File: src/rtl/fb_access_arbiter.sv
// Frame-buffer access arbiter: one single-port 3-bit RAM shared between scan-out
// reads from the front bank and draw-engine writes to the back bank, with vblank bank swap.
module fb_access_arbiter #(
  parameter int WIN_X0   = 192,
  parameter int WIN_Y0   = 135,
  parameter int WIN_W    = 256,
  parameter int WIN_H    = 240,
  parameter int VBLANK_Y = 480
) (
  input  logic        clock,
  input  logic        reset_n,
  input  logic        pix_en,
  input  logic [9:0]  counter_x,
  input  logic [8:0]  counter_y,
  input  logic [2:0]  ram_rdata,
  output logic [16:0] ram_addr,
  output logic        ram_we,
  output logic [2:0]  ram_wdata,
  output logic [2:0]  pix_rgb,
  input  logic        wr_req,
  input  logic [15:0] wr_addr,
  input  logic [2:0]  wr_data,
  output logic        wr_ack,
  input  logic        frame_done,
  output logic        swap_pending,
  output logic        front_bank
);

  localparam logic [0:0] ST_RUN  = 1'b0;
  localparam logic [0:0] ST_PEND = 1'b1;

  localparam logic [9:0] X_LO = 10'(WIN_X0);
  localparam logic [9:0] X_HI = 10'(WIN_X0 + WIN_W);
  localparam logic [8:0] Y_LO = 9'(WIN_Y0);
  localparam logic [8:0] Y_HI = 9'(WIN_Y0 + WIN_H);
  localparam logic [8:0] Y_VB = 9'(VBLANK_Y);

  logic [0:0]  state_q, state_d;
  logic        front_bank_q, front_bank_d;
  logic [16:0] ram_addr_q, ram_addr_d;
  logic        ram_we_q, ram_we_d;
  logic [2:0]  ram_wdata_q, ram_wdata_d;
  logic        wr_ack_q, wr_ack_d;
  logic [2:0]  pix_rgb_q, pix_rgb_d;
  logic        pixValid1_q, pixValid2_q;
  logic        inWin1_q, inWin2_q;

  logic        inWindow;
  logic        readSlot;
  logic        vblankStart;
  logic        grant;
  logic [7:0]  xOff;
  logic [7:0]  yOff;

  assign inWindow    = (counter_x >= X_LO) && (counter_x < X_HI) &&
                       (counter_y >= Y_LO) && (counter_y < Y_HI);
  assign readSlot    = pix_en && inWindow;
  assign vblankStart = pix_en && (counter_x == 10'd0) && (counter_y == Y_VB);
  // Offsets are only meaningful inside the window, so 8-bit wrapping math is enough.
  assign xOff        = counter_x[7:0] - X_LO[7:0];
  assign yOff        = counter_y[7:0] - Y_LO[7:0];
  assign grant       = wr_req && (state_q == ST_RUN) && !readSlot && !wr_ack_q && !ram_we_q;

  always_comb begin
    state_d      = state_q;
    front_bank_d = front_bank_q;
    ram_addr_d   = ram_addr_q;
    ram_we_d     = 1'b0;
    ram_wdata_d  = ram_wdata_q;
    wr_ack_d     = 1'b0;
    pix_rgb_d    = pix_rgb_q;

    if (readSlot) begin
      ram_addr_d = {front_bank_q, yOff, xOff};
    end else if (grant) begin
      ram_addr_d  = {~front_bank_q, wr_addr};
      ram_we_d    = 1'b1;
      ram_wdata_d = wr_data;
      wr_ack_d    = 1'b1;
    end

    // RAM data for a read slot lands two cycles after the pixel strobe.
    if (pixValid2_q) begin
      pix_rgb_d = inWin2_q ? ram_rdata : 3'b000;
    end

    case (state_q)
      ST_RUN: begin
        if (frame_done) state_d = ST_PEND;
      end
      ST_PEND: begin
        if (vblankStart) begin
          state_d      = ST_RUN;
          front_bank_d = ~front_bank_q;
        end
      end
      default: state_d = ST_RUN;
    endcase
  end

  always_ff @(posedge clock or negedge reset_n) begin
    if (!reset_n) begin
      state_q      <= ST_RUN;
      front_bank_q <= 1'b0;
      ram_addr_q   <= '0;
      ram_we_q     <= 1'b0;
      ram_wdata_q  <= '0;
      wr_ack_q     <= 1'b0;
      pix_rgb_q    <= '0;
      pixValid1_q  <= 1'b0;
      pixValid2_q  <= 1'b0;
      inWin1_q     <= 1'b0;
      inWin2_q     <= 1'b0;
    end else begin
      state_q      <= state_d;
      front_bank_q <= front_bank_d;
      ram_addr_q   <= ram_addr_d;
      ram_we_q     <= ram_we_d;
      ram_wdata_q  <= ram_wdata_d;
      wr_ack_q     <= wr_ack_d;
      pix_rgb_q    <= pix_rgb_d;
      pixValid1_q  <= pix_en;
      pixValid2_q  <= pixValid1_q;
      inWin1_q     <= inWindow;
      inWin2_q     <= inWin1_q;
    end
  end

  assign ram_addr     = ram_addr_q;
  assign ram_we       = ram_we_q;
  assign ram_wdata    = ram_wdata_q;
  assign wr_ack       = wr_ack_q;
  assign pix_rgb      = pix_rgb_q;
  assign swap_pending = (state_q == ST_PEND);
  assign front_bank   = front_bank_q;

endmodule

File: config.mk
export PLATFORM = sky130hd
export DESIGN_NAME = fb_access_arbiter
export DESIGN_NICKNAME = d
export VERILOG_FILES = /design/src/rtl/fb_access_arbiter.sv
export SDC_FILE = /design/constraint.sdc
export NUM_CORES = 1
export LEC_CHECK = 0
export BUFFER_PORTS_ARGS = -buffer_cell sky130_fd_sc_hd__buf_2
export CAP_MARGIN = 10
export CORE_MARGIN = 5
export CORE_UTILIZATION = 25
export CTS_CLUSTER_SIZE = 25
export DETAILED_ROUTE_END_ITERATION = 10
export PLACE_DENSITY = 0.46
export SLEW_MARGIN = 15
export SYNTH_ARGS = -nofsm -noshare
export SYNTH_HDL_FRONTEND = slang
export SYNTH_SLANG_ARGS = --single-unit
File: constraint.sdc
create_clock -name clock -period 2.1 [get_ports clock]
set_input_delay 0.525 -clock clock [delete_from_list [all_inputs] [get_ports clock]]
set_output_delay 0.525 -clock clock [all_outputs]
set_load 0.03 [all_outputs]
==> impl_metrics.tcl, run 1 <==
set metrics [dict create \
    status "finished clean" \
    ff2ff_path_depth 4 \
    timing.final.hold_violations 0 \
    die_y_um 90.1 \
    critPathRequiredTime_ns 2.26 \
    fmax_mhz 519 \
    cts_resized 0 \
    cts_root_buffer "clkbuf_8" \
    drive_above_1_share 0.529 \
    ys_seq_area_frac 0.468 \
    p_leak_nw 1.15 \
    grt.overflow.total 0 \
    worstHoldPathType "input pin to asynchronous set/reset pin" \
    endpoint_kind "flop" \
    cts_htree_levels 2 \
    synth_cell_types 34 \
    grt_max_degree 31 \
    gp_congestion 0.700 \
    ios 73 \
    syn_nets 184 \
    drc 0 \
    finalNetCount 274 \
    start_kind "input pin" \
    peakVddDrop_mv 0.347 \
    timing.slew.headroom 0.536 \
    setup_ws_ns 0.172 \
    diodes 0 \
    wl_per_cell_um 13.7 \
    cts_buffer_depth 2 \
    slew_violations 0 \
    syn_area_per_cell_um2 12.0 \
    synth-edff-count 0 \
    wl_met3_um 221 \
    worstSetupPathType "input pin to flop" \
    synth_common_cells "dfrtp_1, mux2_2, mux2i_1, inv_1, nor2_1" \
    die-area_um2 8120 \
    wl_met1_um 1880 \
    syn2layout_area_growth_pct 39.8 \
    reg2reg_slack_ns 0.51 \
    routed.top_layer "met4" \
    grt_pass1_vias 1448 \
    start_util 0.254 \
    postSynthCellCount 134 \
    final_core_util 0.356 \
    track_usage 0.103 \
    route.vias.total 1313 \
    via_per_inst 4.35 \
    detail-route-antenna-nets 0 \
    yosys.cell_count.top_type "dfrtp_1" \
    synthArstFlopShare 1.00 \
    ys_top_cells_by_area "dfrtp_1, mux2_2, mux2i_1" \
    period_share 0.918 \
    skew_ns 0.00216 \
    path_buf_inv 1 \
    synth-seq-cells 30 \
    hpwl_um 3260 \
    synthFlopType "dfrtp_1" \
    cts_hold_buffers 0 \
    synth_area_um2 1610 \
    r2r_end "ram_wdata[1]" \
    dr.pass1.iters 3 \
    grt_antenna_before_repair 0 \
    slowest_delay_ns 0.56 \
    cts_sinks 30 \
    portBuffers 72 \
    die_w_um 90.1 \
    synth_top_cell_by_area "dfrtp_1" \
    first_iter_violations 17 \
    wl_met2_um 1990 \
    cts_setup_buffers 0 \
    coreArea_um2 6310 \
    tightestPinTransition_ns 0.696 \
    dpl_worst_slack_ns -0.114 \
    worstPathArrival_ns 2.09 \
    cp_top_family "simple AND/OR/NAND/NOR gates" \
    grt_first_pass_wirelength_um 6920 \
    cts_buffers 5 \
    num_rows 29 \
    path_clk_slew_ns 0.06 \
    crit_chain "buf_2, or4_4, nor3_1, o221ai_1, mux2_2" \
    clkLatencyLatePin_ns 0.27 \
    r2r_start "swap_pending" \
    power_mw 1.87 \
    cts_tree "built" \
    netlist.area_leader.share 0.468 \
    worstPathMaxFanout 4 \
    powerDensity_nw_per_um2 831 \
    ys_warn_count 0 \
    rsz0062_at_grt "no" \
    drv_cap 0 \
    setup_violations 0 \
    drt_wl_total_um 4130 \
    critPathSlowestCell "or4_4" \
    final.min_clock_period_ns 1.93 \
]
-- worst max-delay path by stage --
stage	start	endpoint	slack, ns	cells after the start
2_1_floorplan	counter_y[3]	ram_addr[9]	0.03	6
3_3_place_gp	counter_y[3]	ram_wdata[1]	-0.1	5
3_5_place_dp	counter_y[3]	ram_wdata[1]	-0.11	5
4_1_cts	counter_y[3]	ram_wdata[1]	0.19	5
5_1_grt	counter_y[3]	ram_addr[7]	0.14	6
6_report	counter_y[3]	ram_wdata[1]	0.17	5
-- flip-flops by register name, indices dropped and copies added (netlist names) --
register,cells
inWin1_q,1
ram_addr,17
pixValid1_q,1
pix_rgb,3
swap_pending,1
pixValid2_q,1
wr_ack,1
front_bank,1
inWin2_q,1
ram_wdata,3
-- power breakdown --
group / internal, mW / total (mW) / leakage (nW) / switching [mW]
clock network: 0.264 / 0.473 / 0.0482 / 0.209
registers: 0.691 / 0.748 / 0.370 / 0.0564
logic: 0.257 / 0.644 / 0.734 / 0.387
total: 1.21 / 1.87 / 1.15 / 0.653
-- per-stage QoR --
| step | std cells | hold WS, ns | area, µm² | TNS (ns) |
|---|---|---|---|---|
| 4_1_cts | 302 | 0.324 | 2240 | 0 |
| 3_5_place_dp | 294 | 0.336 | 2150 | -1.20 |
| 5_1_grt | 302 | 0.367 | 2240 | 0 |
| 6_report | 302 | 0.293 | 2240 | 0 |
| 2_1_floorplan | 134 | 0.229 | 1610 | 0 |
| 3_3_place_gp | 294 | 0.338 | 2150 | -0.970 |
-- cells by family after synthesis --
family	synth area share
compound gates	0.0538
xor+xnor	0.0436
fa+ha+maj	0.0312
buf+inv	0.0522
flops	0.468
mux	0.235
simple gates	0.116
-- worst register-to-register path, cell delays in order, from the launching register on --
cell and delay, ns:
dfrtp_1 0.42, nor3b_2 0.18, buf_4 0.24, o221ai_1 0.29
mux2_2 0.35
-- cell usage in the layout (no fill, tap or decap), types with 4 or more instances in the layout --
| cell type | count |
|---|---|
| clkbuf_8 | 6 |
| buf_4 | 16 |
| inv_1 | 8 |
| xor2_1 | 5 |
| buf_2 | 72 |
| o21ai_0 | 4 |
| mux2i_1 | 16 |
| mux2_2 | 18 |
| nor2_1 | 7 |
| dfrtp_1 | 30 |
| ha_1 | 4 |
| nand3_1 | 5 |
-- cell type report --
type,count,area (µm²)
clock buffers,7,86.3
clock inverters,1,5.00
fillers,674,4070
inverters,8,30.0
multi-input cells,90,776
flip-flops and latches,30,751
well taps,77,96.3
repair buffers,89,500
-- routing by layer --
layer	GRT usage	vias up
met5	0	-
met3	0.0326	5
met1	0.132	621
li1	-	649
met4	0.0298	0
met2	0.167	38
(Power assumes the default switching activity.)
==> run 2, diff against run 1 <==
--- a/config.mk
+++ b/config.mk
@@ -12,7 +12,6 @@
 export CTS_CLUSTER_SIZE = 25
 export DETAILED_ROUTE_END_ITERATION = 10
 export PLACE_DENSITY = 0.46
-export SLEW_MARGIN = 15
 export SYNTH_ARGS = -nofsm -noshare
 export SYNTH_HDL_FRONTEND = slang
 export SYNTH_SLANG_ARGS = --single-unit
==> constraint.sdc (replaced) <==
create_clock -name clock -period 2.4 [get_ports clock]
set_input_delay 0.6 -clock clock [delete_from_list [all_inputs] [get_ports clock]]
set_output_delay 0.6 -clock clock [all_outputs]
set_load 0.03 [all_outputs]
==> impl_metrics.tcl, run 2 (synthesis results as in run 1) <==
set metrics [dict create \
    status "finished clean" \
    gp_congestion 0.710 \
    start_kind "input pin" \
    clkLatencyLatePin_ns 0.29 \
    ff2ff_path_depth 4 \
    powerDensity_nw_per_um2 834 \
    timing.slew.headroom 0.532 \
    track_usage 0.103 \
    diodes 0 \
    timing.final.hold_violations 0 \
    min_delay_worst_endpoint "inWin2_q" \
    die-area_um2 8120 \
    endpoint_kind "flop" \
    wl_per_cell_um 13.8 \
    cts_hold_buffers 0 \
    grt_max_degree 31 \
    largest_reg_flops 17 \
    hpwl_um 3130 \
    final.min_clock_period_ns 2.02 \
    start_util 0.254 \
    worstPathArrival_ns 2.19 \
    dr.pass1.iters 4 \
    setup_violations 0 \
    grt_first_pass_wirelength_um 6700 \
    cts_htree_levels 2 \
    seqCellArea_um2 751 \
    finalNetCount 263 \
    cts_buffer_depth 2 \
    drive_above_1_share 0.509 \
    via_per_inst 4.37 \
    power_mw 1.85 \
    fmax_mhz 496 \
    skew_ns 0.00951 \
    die_w_um 90.1 \
    grt_antenna_before_repair 0 \
    crit_chain "buf_2, or4_4, nor3_1, o221ai_1, mux2_2" \
    peakVddDrop_mv 0.417 \
    cp_top_family "simple AND/OR/NAND/NOR gates" \
    portBuffers 72 \
    ios 73 \
    rsz0062_at_grt "no" \
    syn2layout_area_growth_pct 37.9 \
    route.vias.total 1273 \
    detail-route-antenna-nets 0 \
    final_common_cell "buf_2" \
    path_clk_slew_ns 0.06 \
    grt.overflow.total 0 \
    fillCellCount 669 \
    drt_wl_total_um 4030 \
    timing.hold.ws_ns 0.342 \
    die_y_um 90.1 \
    cts_tree "built" \
    reg2reg_slack_ns 0.67 \
    dpl_worst_slack_ns 0.0677 \
    fin_area_um2 2210 \
    hold_depth 0 \
    first_iter_violations 23 \
    cts_root_buffer "clkbuf_8" \
    final_core_util 0.351 \
    grt_pass1_vias 1370 \
    period_share 0.840 \
    placed_cell_area_um2 2070 \
    layout_common_cells "buf_2, dfrtp_1, mux2_2" \
    setup_ws_ns 0.383 \
    critPathRequiredTime_ns 2.57 \
    p_leak_nw 1.12 \
    cts_buffers 5 \
    path_buf_inv 1 \
    r2r_start "swap_pending" \
    critPathLaunch "counter_y[3]" \
    slowest_delay_ns 0.56 \
    num_rows 29 \
    r2r_end "ram_wdata[1]" \
    slew_violations 0 \
    placed_cells 283 \
    drv_cap 0 \
    critPathSlowestCell "or4_4" \
    cts_sinks 30 \
    worstSetupPathType "input pin to flop" \
    instances_no_fill 291 \
    cts_setup_buffers 0 \
    worstHoldPathType "flop to flop" \
    drc 0 \
    cts_resized 0 \
    coreArea_um2 6310 \
    hp-start "inWin1_q" \
    tightestPinTransition_ns 0.702 \
    tns_ns 0 \
    worstPathMaxFanout 4 \
    multiInputGateArea_um2 776 \
]
run 2: layout make-up:
cell class	instances	area share
multi-input cells	90	0.350
flip-flops and latches	30	0.339
repair buffers	78	0.189
well taps	77	0.0435
clock buffers	6	0.0373
clock inverters	2	0.0271
inverters	8	0.0136
run 2: how the worst max path moves through the flow:
stage,slack [ns],end,cells past startpoint
5_1_grt,0.34,ram_wdata[0],6
3_3_place_gp,0.08,ram_wdata[0],5
3_5_place_dp,0.07,ram_wdata[1],5
4_1_cts,0.37,ram_wdata[1],5
2_1_floorplan,0.25,ram_addr[9],6
6_report,0.38,ram_wdata[1],5
run 2: power breakdown:
part           leakage [nW]  switching, mW  internal (mW)
sequential            0.370         0.0498          0.605
clock                0.0714          0.199          0.443
combinational         0.679          0.335          0.216
total                  1.12          0.583           1.26
run 2: routing by layer:
metal	global-route usage	up-vias	wire [µm]
met4	0.0360	0	67
li1	-	628	-
met3	0.0417	8	268
met5	0	-	0
met2	0.163	47	1900
met1	0.127	590	1790
